`config.mk`:
```
export PLATFORM = sky130hd
export DESIGN_NAME = hamming_top_level
export DESIGN_NICKNAME = d
export VERILOG_FILES = /design/src/rtl/hamming_top_level.sv
export SDC_FILE = /design/constraint.sdc
export NUM_CORES = 1
export LEC_CHECK = 0
export ABC_CLOCK_PERIOD_IN_PS = 6910
export BUFFER_PORTS_ARGS = -buffer_cell sky130_fd_sc_hd__buf_2
export CAP_MARGIN = 0
export CELL_PAD_IN_SITES_DETAIL_PLACEMENT = 1
export CELL_PAD_IN_SITES_GLOBAL_PLACEMENT = 1
export CORE_ASPECT_RATIO = 0.75
export CORE_MARGIN = 8
export CORE_UTILIZATION = 50
export CTS_BUF_LIST = sky130_fd_sc_hd__clkbuf_8
export DETAILED_ROUTE_END_ITERATION = 8
export GPL_TIMING_DRIVEN = 0
export HOLD_SLACK_MARGIN = 0.06
export PLACE_DENSITY = 0.87
export SLEW_MARGIN = 10
export SYNTH_ARGS = -nofsm -noshare
export SYNTH_HDL_FRONTEND = slang
export SYNTH_SLANG_ARGS = --single-unit
export TNS_END_PERCENT = 50
```
`constraint.sdc`:
```
create_clock -name clk -period 6.91 [get_ports clk]
set_input_delay 1.0365 -clock clk [delete_from_list [all_inputs] [get_ports clk]]
set_output_delay 1.0365 -clock clk [all_outputs]
set_load 0.005 [all_outputs]
```
`src/rtl/hamming_top_level.sv`:
```
// 32-bit SECDED loopback: encode, optional single-bit injection at position 3,
// then decode/correct. Two register stages: codeword, then decoded result.
module hamming_top_level (
    input  logic        clk,
    input  logic        rst_n,
    input  logic [31:0] data,
    input  logic        inject_error,
    output logic [31:0] dec_data,
    output logic        single_err,
    output logic        double_err
);

    localparam int CW = 39;

    // Data bits fill every non-power-of-two position from 3 upward, in order.
    function automatic logic [CW-1:0] encode(input logic [31:0] d);
        logic [CW-1:0] c;
        logic [5:0]    par;
        int            j;
        c   = '0;
        par = '0;
        j   = 0;
        for (int p = 3; p < CW; p++) begin
            if ((p & (p - 1)) != 0) begin
                c[p[5:0]] = d[j[4:0]];
                j++;
            end
        end
        for (int p = 1; p < CW; p++)
            for (int k = 0; k < 6; k++)
                if (p[k]) par[k] ^= c[p[5:0]];
        for (int k = 0; k < 6; k++)
            c[6'(1 << k)] = par[k];
        c[0] = ^c[CW-1:1];
        return c;
    endfunction

    function automatic logic [31:0] extract(input logic [CW-1:0] c);
        logic [31:0] d;
        int          j;
        d = '0;
        j = 0;
        for (int p = 3; p < CW; p++) begin
            if ((p & (p - 1)) != 0) begin
                d[j[4:0]] = c[p[5:0]];
                j++;
            end
        end
        return d;
    endfunction

    logic [CW-1:0] cw;
    logic [5:0]    syn;
    logic          pe;
    logic [CW-1:0] flip;

    always_ff @(posedge clk or negedge rst_n) begin
        if (!rst_n) cw <= '0;
        else        cw <= encode(data) ^ {35'b0, inject_error, 3'b0};
    end

    always_comb begin
        syn = '0;
        for (int p = 1; p < CW; p++)
            for (int k = 0; k < 6; k++)
                if (p[k]) syn[k] ^= cw[p[5:0]];
        pe   = ^cw;
        // syn=0 flips p0, which carries no data, so the p0-only case needs no special path.
        flip = {{(CW-1){1'b0}}, 1'b1} << syn;
    end

    always_ff @(posedge clk or negedge rst_n) begin
        if (!rst_n) begin
            dec_data   <= '0;
            single_err <= 1'b0;
            double_err <= 1'b0;
        end else if (pe && syn <= 6'd38) begin
            dec_data   <= extract(cw ^ flip);
            single_err <= 1'b1;
            double_err <= 1'b0;
        end else if (!pe && syn == 6'd0) begin
            dec_data   <= extract(cw);
            single_err <= 1'b0;
            double_err <= 1'b0;
        end else begin
            dec_data   <= extract(cw);
            single_err <= 1'b0;
            double_err <= 1'b1;
        end
    end

endmodule

```
==> results of run 1 <==
==> worst paths after layout <==
kind / to / slack [ns] / cells after the start
worst max-delay path: dec_data[21] / 4.02 / 7
worst min-delay path: dec_data[12] / 0.51 / 1
worst max register to register: dec_data[21] / 4.02 / 7
worst min register to register: dec_data[12] / 0.51 / 1
max in group asynchronous: cw[3] / 5.75 / 2
min in group asynchronous: dec_data[25] / 0.62 / 1
==> cell type report <==
cell class / instances / area [um^2]
Timing Repair Buffer: 69 / 362.8
Fill cell: 781 / 2872
Clock inverter: 6 / 60.06
Tap cell: 101 / 126.4
Sequential cell: 72 / 1802
Clock buffer: 10 / 137.6
Multi-Input combinational cell: 217 / 1937
==> Yosys cell counts <==
library cell	n	area share, %
o21ai_0	2	0.27
xnor3_1	10	6.0
a211o_1	1	0.23
nand2_1	27	2.7
o21a_1	1	0.20
or3_1	2	0.33
a211oi_1	1	0.20
and4_1	1	0.23
nor2_1	5	0.50
mux2_1	1	0.30
a311oi_1	1	0.23
xnor2_2	6	2.6
nand3_1	2	0.27
dfrtp_1	72	48
nor4_4	1	0.57
and3b_1	1	0.23
nor2b_1	1	0.17
nor3b_4	1	0.50
xor2_2	2	0.87
o311ai_1	1	0.23
xnor2_1	116	27
nor4_2	1	0.33
nor4b_4	1	0.64
nor3b_1	1	0.20
nor3b_2	1	0.33
nand2b_1	6	1.0
xor2_1	22	5.2
nor3_1	2	0.27
==> routing by layer <==
| layer | track usage [%] | vias to the layer above | wire length (um) |
|---|---|---|---|
| met4 | 6.136 | 0 | 150 |
| met2 | 32.76 | 76 | 4843 |
| met1 | 23.43 | 1196 | 4087 |
| met5 | 0 | - | 0 |
| li1 | - | 1076 | - |
| met3 | 5.411 | 15 | 579 |
==> sequential cells by signal, indices dropped and copies added (netlist names) <==
| signal | count |
|---|---|
| single_err | 1 |
| double_err | 1 |
| cw | 38 |
| dec_data | 32 |
==> placed cells by master (no fill, tap or decap), types with 2 or more instances in the layout <==
cell      instances
xnor2_1         116
nand3_1           2
or3_1             2
dfrtp_1          72
xor2_1           22
buf_2            67
nor2_1            5
o21ai_0           2
clkbuf_8         10
nand2_1          27
clkinv_2          2
xor2_2            2
nor3_1            2
xnor2_2           6
nand2b_1          6
xnor3_1          10
==> stage by stage <==
stage / instance area [um^2] / power [W] / hold slack [ns] / cells
2_1_floorplan: 3739 / 0.001307 / 0.4619 / 289
3_3_place_gp: 4205 / 0.001518 / 0.4888 / 458
3_5_place_dp: 4228 / 0.001585 / 0.5008 / 459
4_1_cts: 4425 / 0.001933 / 0.5166 / 475
5_1_grt: 4425 / 0.002031 / 0.5373 / 475
6_report: 4425 / 0.001926 / 0.5133 / 475
==> cell families after synthesis <==
logic type,synth area share (%)
AND/OR/NAND/NOR,8.300
XOR/XNOR,41.83
AO/OA/AOI/OAI,1.372
flip-flops,48.19
multiplexers,0.3012
==> power groups by stage <==
stage	Combinational [W]	Clock (W)	Sequential, W
finish	0.00106	0.000332	0.000538
global route	0.00113	0.000356	0.000545
CTS	0.00105	0.000339	0.000539
detailed placement	0.00104	0	0.000546
global placement	0.000979	0	0.000539
floorplan	0.000764	0	0.000544
==> critical path: stages, from the launching register on <==
cell and delay, ns:
dfrtp_1 0.46, xnor2_2 0.20, xnor2_2 0.32, xnor3_1 0.51
xor2_2 0.43, nor3b_2 0.50, nand2_1 0.15, xnor2_1 0.23
==> impl_results.md, run 1 <==
- Status: finished clean
- P per Cell Area: 435.2 mW/mm^2
- Syn Area/Cell: about 13 um^2
- Mapped cell area: between 0.003 and 0.004 mm^2
- Crit path launch: cw[37]
- Post-CTS setup repair buffer count: 0
- DP HPWL: around 7600 um
- FP Rows: 27
- WL per Instance: 20.34 um
- First-pass GRT wire length: 15260 um
- Remaining DRCs: 0
- Vias: roughly 2400
- Sequential share of the synthesized area: 48.19%
- Initial antenna violation count: 0
- Clk buf depth: 2
- Root Driver: clkbuf_8
- Die Ht: 90.89 um
- Mapped Cells: approximately 290
- Combinational power share: 54.8%
- Synth-to-Final Area Change: 18.37%
- Fraction of layout cells with a size suffix above 1: 25.94%
- Inserted Clock Buffers: 9
- All-Layer GR Usage: 19.47%
- Clk_lat worst skew: 0.35 ns
- Routed wire length: 9660 um
- Layout Nets: 404
- Post-CTS Resized: 0
- Critical Path RT: 7.16 ns
- Pins Over Slew Limit: 0
- Routability cong.: 0.8276
- CP arrival: around 3.1 ns
- Number of vias per cell: slightly below 5
- Final core occ: 60.65%
- Worst Hold Class: reg2reg
- Peak Freq: approximately 350 MHz
- Final Cycle Share: 41.81%
- Clock network power share: 17.2%
- Total negative slack: 0 ns
- Ys Warns: 0
- ANT cells: 0
- Worst Slack Setup Final: 4.021 ns
- Tightest Pin Transition: 0.7897 ns
- Worst slack, placed: 4.107 ns
- Critical path class: reg2reg
- Critical path capture point type: flop
- Vias in the first global route: ~2800
- Post-synth cell types: 28
- Core area: 0.007297 mm^2
- GRT overflow: 0
- Die W: 115.8 um
- Rel. slew slack: about 47%
- Final Hold Violating Endpoints: 0
- Clock-pin slew on the worst setup and hold paths: 0.08 ns
- Synthesized net count: 324
- Antenna viol nets, final: 0
- Worst R2R Start: cw[37]
- Setup crit start kind: flop
- Lkg Pwr: 1.876 nW
- Int Power: between 0.001 and 0.0015 W
- Fin Clk Skew: around 0.0086 ns
- Largest net degree at the start of global routing: 42
- Port bufs: 68
- Unrepaired setup endpoints after global routing: false
- Switching Share: 42.84%
- P_sw: a little over 0.0008 W
- Sequential power share: ~28%
- Register bit total from synthesis: 72
- Ports: 69
- Setup Viol. Count Final: 0
- Clk sink count: 72
- Hold-fix buffers, CTS: 0
- Worst vdd ir: 229.2 uV
- DR iter-0 viols: 44
- CTS tree: yes
- Initial Utilization: around half
- Die area: 0.01053 mm^2
- DRT Pass-1 Iters: 4
- Maximum capacitance violations: 0
- Maximum fanout along the worst path: 10
- # H-tree levels: 3
- Period minus WS final: slightly below 3 ns
- Worst hold start: cw[18]
(Power assumes the default switching activity.)
==> inputs of run 2 (changes only) <==
--- a/config.mk
+++ b/config.mk
@@ -5,19 +5,20 @@
 export SDC_FILE = /design/constraint.sdc
 export NUM_CORES = 1
 export LEC_CHECK = 0
-export ABC_CLOCK_PERIOD_IN_PS = 6910
+export ABC_AREA = 1
+export ABC_CLOCK_PERIOD_IN_PS = 2900
 export BUFFER_PORTS_ARGS = -buffer_cell sky130_fd_sc_hd__buf_2
 export CAP_MARGIN = 0
 export CELL_PAD_IN_SITES_DETAIL_PLACEMENT = 1
 export CELL_PAD_IN_SITES_GLOBAL_PLACEMENT = 1
 export CORE_ASPECT_RATIO = 0.75
 export CORE_MARGIN = 8
-export CORE_UTILIZATION = 50
+export CORE_UTILIZATION = 43
 export CTS_BUF_LIST = sky130_fd_sc_hd__clkbuf_8
 export DETAILED_ROUTE_END_ITERATION = 8
 export GPL_TIMING_DRIVEN = 0
 export HOLD_SLACK_MARGIN = 0.06
-export PLACE_DENSITY = 0.87
+export PLACE_DENSITY = 0.81
 export SLEW_MARGIN = 10
 export SYNTH_ARGS = -nofsm -noshare
 export SYNTH_HDL_FRONTEND = slang
==> constraint.sdc (replaced) <==
create_clock -name clk -period 2.9 [get_ports clk]
set_input_delay 0.435 -clock clk [delete_from_list [all_inputs] [get_ports clk]]
set_output_delay 0.435 -clock clk [all_outputs]
set_load 0.005 [all_outputs]
==> impl_results.md, run 2 <==
- Status: finished clean (unchanged)
- Clock-pin slew on the worst setup and hold paths: 0.09 ns (was 0.08 ns)
- Die W: 137.2 um (was 115.8 um)
- Tightest Pin Transition: 0.4978 ns (was 0.7897 ns)
- Final Cycle Share: 93.28% (was 41.81%)
- Core area: 0.01082 mm^2 (was 0.007297 mm^2)
- Top post-synthesis cells by area: dfrtp_1 38%, nand2_1 21%, xnor2_1 10% (was dfrtp_1 48%, xnor2_1 27%, xnor3_1 6.0%)
- DP HPWL: 12070 um (was 7599 um)
- Antenna viol nets, final: 0 (unchanged)
- Vias: 4282 (was 2363)
- Setup Viol. Count Final: 0 (unchanged)
- Clk buf depth: 2 (unchanged)
- Worst Hold Class: in2reg (was reg2reg)
- Setup crit start kind: flop (unchanged)
- Die Ht: 106.9 um (was 90.89 um)
- Largest register FFs: 38 (unchanged)
- Number of vias per cell: 4.950 (was 4.975)
- Inserted Clock Buffers: 9 (unchanged)
- Largest regs: cw: 38 flops, dec_data: 32 flops (unchanged)
- Clock network power share: 21.1% (was 17.2%)
- Ys Warns: 0 (unchanged)
- Syn Area/Cell: 7.419 um^2 (was 12.94 um^2)
- Int Power: 0.002158 W (was 0.001101 W)
- Post-synth top cells: 260 x nand2_1, 72 x dfrtp_1, 71 x inv_1, 56 x xnor2_1, 53 x xor2_1 (was 116 x xnor2_1, 72 x dfrtp_1, 27 x nand2_1, 22 x xor2_1, 10 x xnor3_1)
- First-pass GRT wire length: 23280 um (was 15260 um)
- FILL cells: 1436 (was 781)
- Period minus WS final: 2.705 ns (was 2.889 ns)
- Post-CTS Resized: 0 (unchanged)
- Post-synth top area cell: dfrtp_1 (unchanged)
- Routed wire length: 14390 um (was 9660 um)
- Pins Over Slew Limit: 0 (unchanged)
- Register bit total from synthesis: 72 (unchanged)
- Lkg Pwr: 2.974 nW (was 1.876 nW)
- Routability cong.: 0.8841 (was 0.8276)
- Remaining DRCs: 0 (unchanged)
- Synth-to-Final Area Change: 15.84% (was 18.37%)
- Initial antenna violation count: 0 (unchanged)
- Total negative slack: 0 ns (unchanged)
- # H-tree levels: 3 (unchanged)
- All-Layer GR Usage: 20.76% (was 19.47%)
- DR iter-0 viols: 158 (was 44)
- Final Hold Violating Endpoints: 0 (unchanged)
- Post-synth cell types: 26 (was 28)
- CTS tree: yes (unchanged)
- Clk_lat worst skew: 0.38 ns (was 0.35 ns)
- Post-synth top flop: dfrtp_1 (unchanged)
- CP arrival: 2.98 ns (was 3.14 ns)
- Maximum capacitance violations: 0 (unchanged)
- Synth top area share: 38.00% (was 48.19%)
- Combinational power share: 47.8% (was 54.8%)
- Root Driver: clkbuf_8 (unchanged)
- Placed cell count: 848 (was 459)
- P_sw: 0.001761 W (was 0.0008250 W)
- Ports: 69 (unchanged)
- Number of synthesized flops with an enable pin: 0 (unchanged)
- Worst vdd ir: 227.3 uV (was 229.2 uV)
- WL per Instance: 16.63 um (was 20.34 um)
- Most common cell in the netlist: nand2_1 (was xnor2_1)
- Unrepaired setup endpoints after global routing: false (unchanged)
- Initial Utilization: 43.82% (was 51.23%)
- Rel. slew slack: 66.58% (was 46.92%)
- ANT cells: 0 (unchanged)
- Fraction of layout cells with a size suffix above 1: 18.34% (was 25.94%)
- Finished Layout Cells: 865 (was 475)
- GRT overflow: 0 (unchanged)
- Port bufs: 68 (unchanged)
- Sequential share of the synthesized area: 38.00% (was 48.19%)
- Die area: 0.01468 mm^2 (was 0.01053 mm^2)
- Mapped cell area: 0.004741 mm^2 (was 0.003739 mm^2)
- Reg with most FFs: cw (unchanged)
- Commonest non-fill, non-tap cell in the layout: nand2_1 (was xnor2_1)
- Sequential power share: 31.1% (was 28.0%)
- Maximum fanout along the worst path: 7 (was 10)
- Vias in the first global route: 4578 (was 2765)
- Critical path capture point type: flop (unchanged)
- Switching Share: 44.93% (was 42.84%)
- Critical path class: reg2reg (unchanged)
- Largest net degree at the start of global routing: 38 (was 42)
- Async SR Flop Fraction: 100.0% (unchanged)
- Clk sink count: 72 (unchanged)
- Mapped Cells: 639 (was 289)
- Synthesized net count: 674 (was 324)
- P per Cell Area: 713.8 mW/mm^2 (was 435.2 mW/mm^2)
- Peak Freq: 369.7 MHz (was 346.2 MHz)
- Layout Nets: 755 (was 404)
- DRT Pass-1 Iters: 4 (unchanged)
- Fin Clk Skew: 0.01498 ns (was 0.008609 ns)
- FP Rows: 33 (was 27)
- Most frequent cells in the layout: 260 x nand2_1, 72 x dfrtp_1, 71 x inv_1, 67 x buf_2, 56 x xnor2_1 (was 116 x xnor2_1, 72 x dfrtp_1, 67 x buf_2, 27 x nand2_1, 22 x xor2_1)
- Critical Path RT: 3.18 ns (was 7.16 ns)
==> run 2: changes by cell type after synthesis, sizes merged, moves of 10 or more <==
cell and delta:
inv +83, nand2 +247, nand3 +37, nor2 +31, xnor2 -64, xnor3 -10, xor2 +31
==> run 2: metrics by stage <==
step / total power, W / area [um^2] / hold WS [ns] / setup slack, ns / util, %
after floorplan: 0.002567 / 4741 / 0.1394 / 1.004 / -
after CTS: 0.003941 / 5492 / 0.1534 / 0.2333 / 50.76
after global placement: 0.002990 / 5256 / 0.5341 / 0.5261 / 48.59
after detailed placement: 0.003099 / 5279 / 0.4350 / 0.3466 / 48.80
final: 0.003920 / 5492 / 0.1696 / 0.1950 / 50.76
after global routing: 0.004198 / 5492 / 0.1572 / 0.02938 / 50.76
==> run 2: logic make-up after synthesis <==
logic type	count (synthesis)	share of synthesized area, %
buffers and inverters	89	7.496
xor gates and xnor gates	113	21.51
DFF	72	38.00
and+or+nand+nor	362	32.65
AOI/OAI and AO/OA	3	0.3432
==> run 2: power by group through the flow <==
stage               Combinational, W  Sequential [W]  Clock (W)
floorplan                    0.00135         0.00122          0
global placement             0.00176         0.00123          0
detailed placement           0.00186         0.00124          0
CTS                          0.00187         0.00122   0.000847
global route                 0.00208         0.00123   0.000887
finish                       0.00187         0.00122   0.000829
==> run 2: what timing repair did <==
action,CTS,global route
hold buffers,1,0
hold endpoints to repair,35,0
setup buffers,0,0
==> run 2: worst max-delay path, stage by stage (launching register included) <==
cell and delay [ns]:
dfrtp_1 0.50, inv_2 0.18, nand2_1 0.08, nand2_1 0.13, nand2_1 0.06, nand2_1 0.12
nand2_1 0.10, nand2_1 0.08, nand2_1 0.08, nand2_1 0.07, nand2_1 0.06, nand2_2 0.18
inv_2 0.11, nor2_2 0.21, nand2_1 0.13, nor2_1 0.23, xor2_1 0.26
==> run 2: final cells by class <==
cell class,instances,area [um^2],area share [%]
Clock buffer,9,123.9,2.256
Timing Repair Buffer,70,372.9,6.790
Tap cell,140,175.2,3.190
Sequential cell,72,1802,32.81
Inverter,83,314.1,5.719
Multi-Input combinational cell,478,2584,47.05
Buffer,6,41.29,0.7519
Clock inverter,7,78.83,1.435
==> run 2: worst paths after layout <==
check	start	end	slack (ns)	cells after the start
setup / recovery	cw[37]	dec_data[23]	0.19	16
hold / removal	data[29]	cw[36]	0.17	1
setup reg to reg	cw[37]	dec_data[23]	0.19	16
hold reg to reg	cw[14]	dec_data[9]	0.56	2
max in group asynchronous	rst_n	cw[10]	1.78	3
min in group asynchronous	rst_n	dec_data[16]	0.57	2
==> run 2: layer usage <==
layer	GRT usage, %	share of wire [%]	up-vias
met5	0	0	-
met4	7.347	2.1	0
met3	3.692	6.0	21
met2	35.87	50	102
met1	25.47	42	2092
li1	-	-	2067
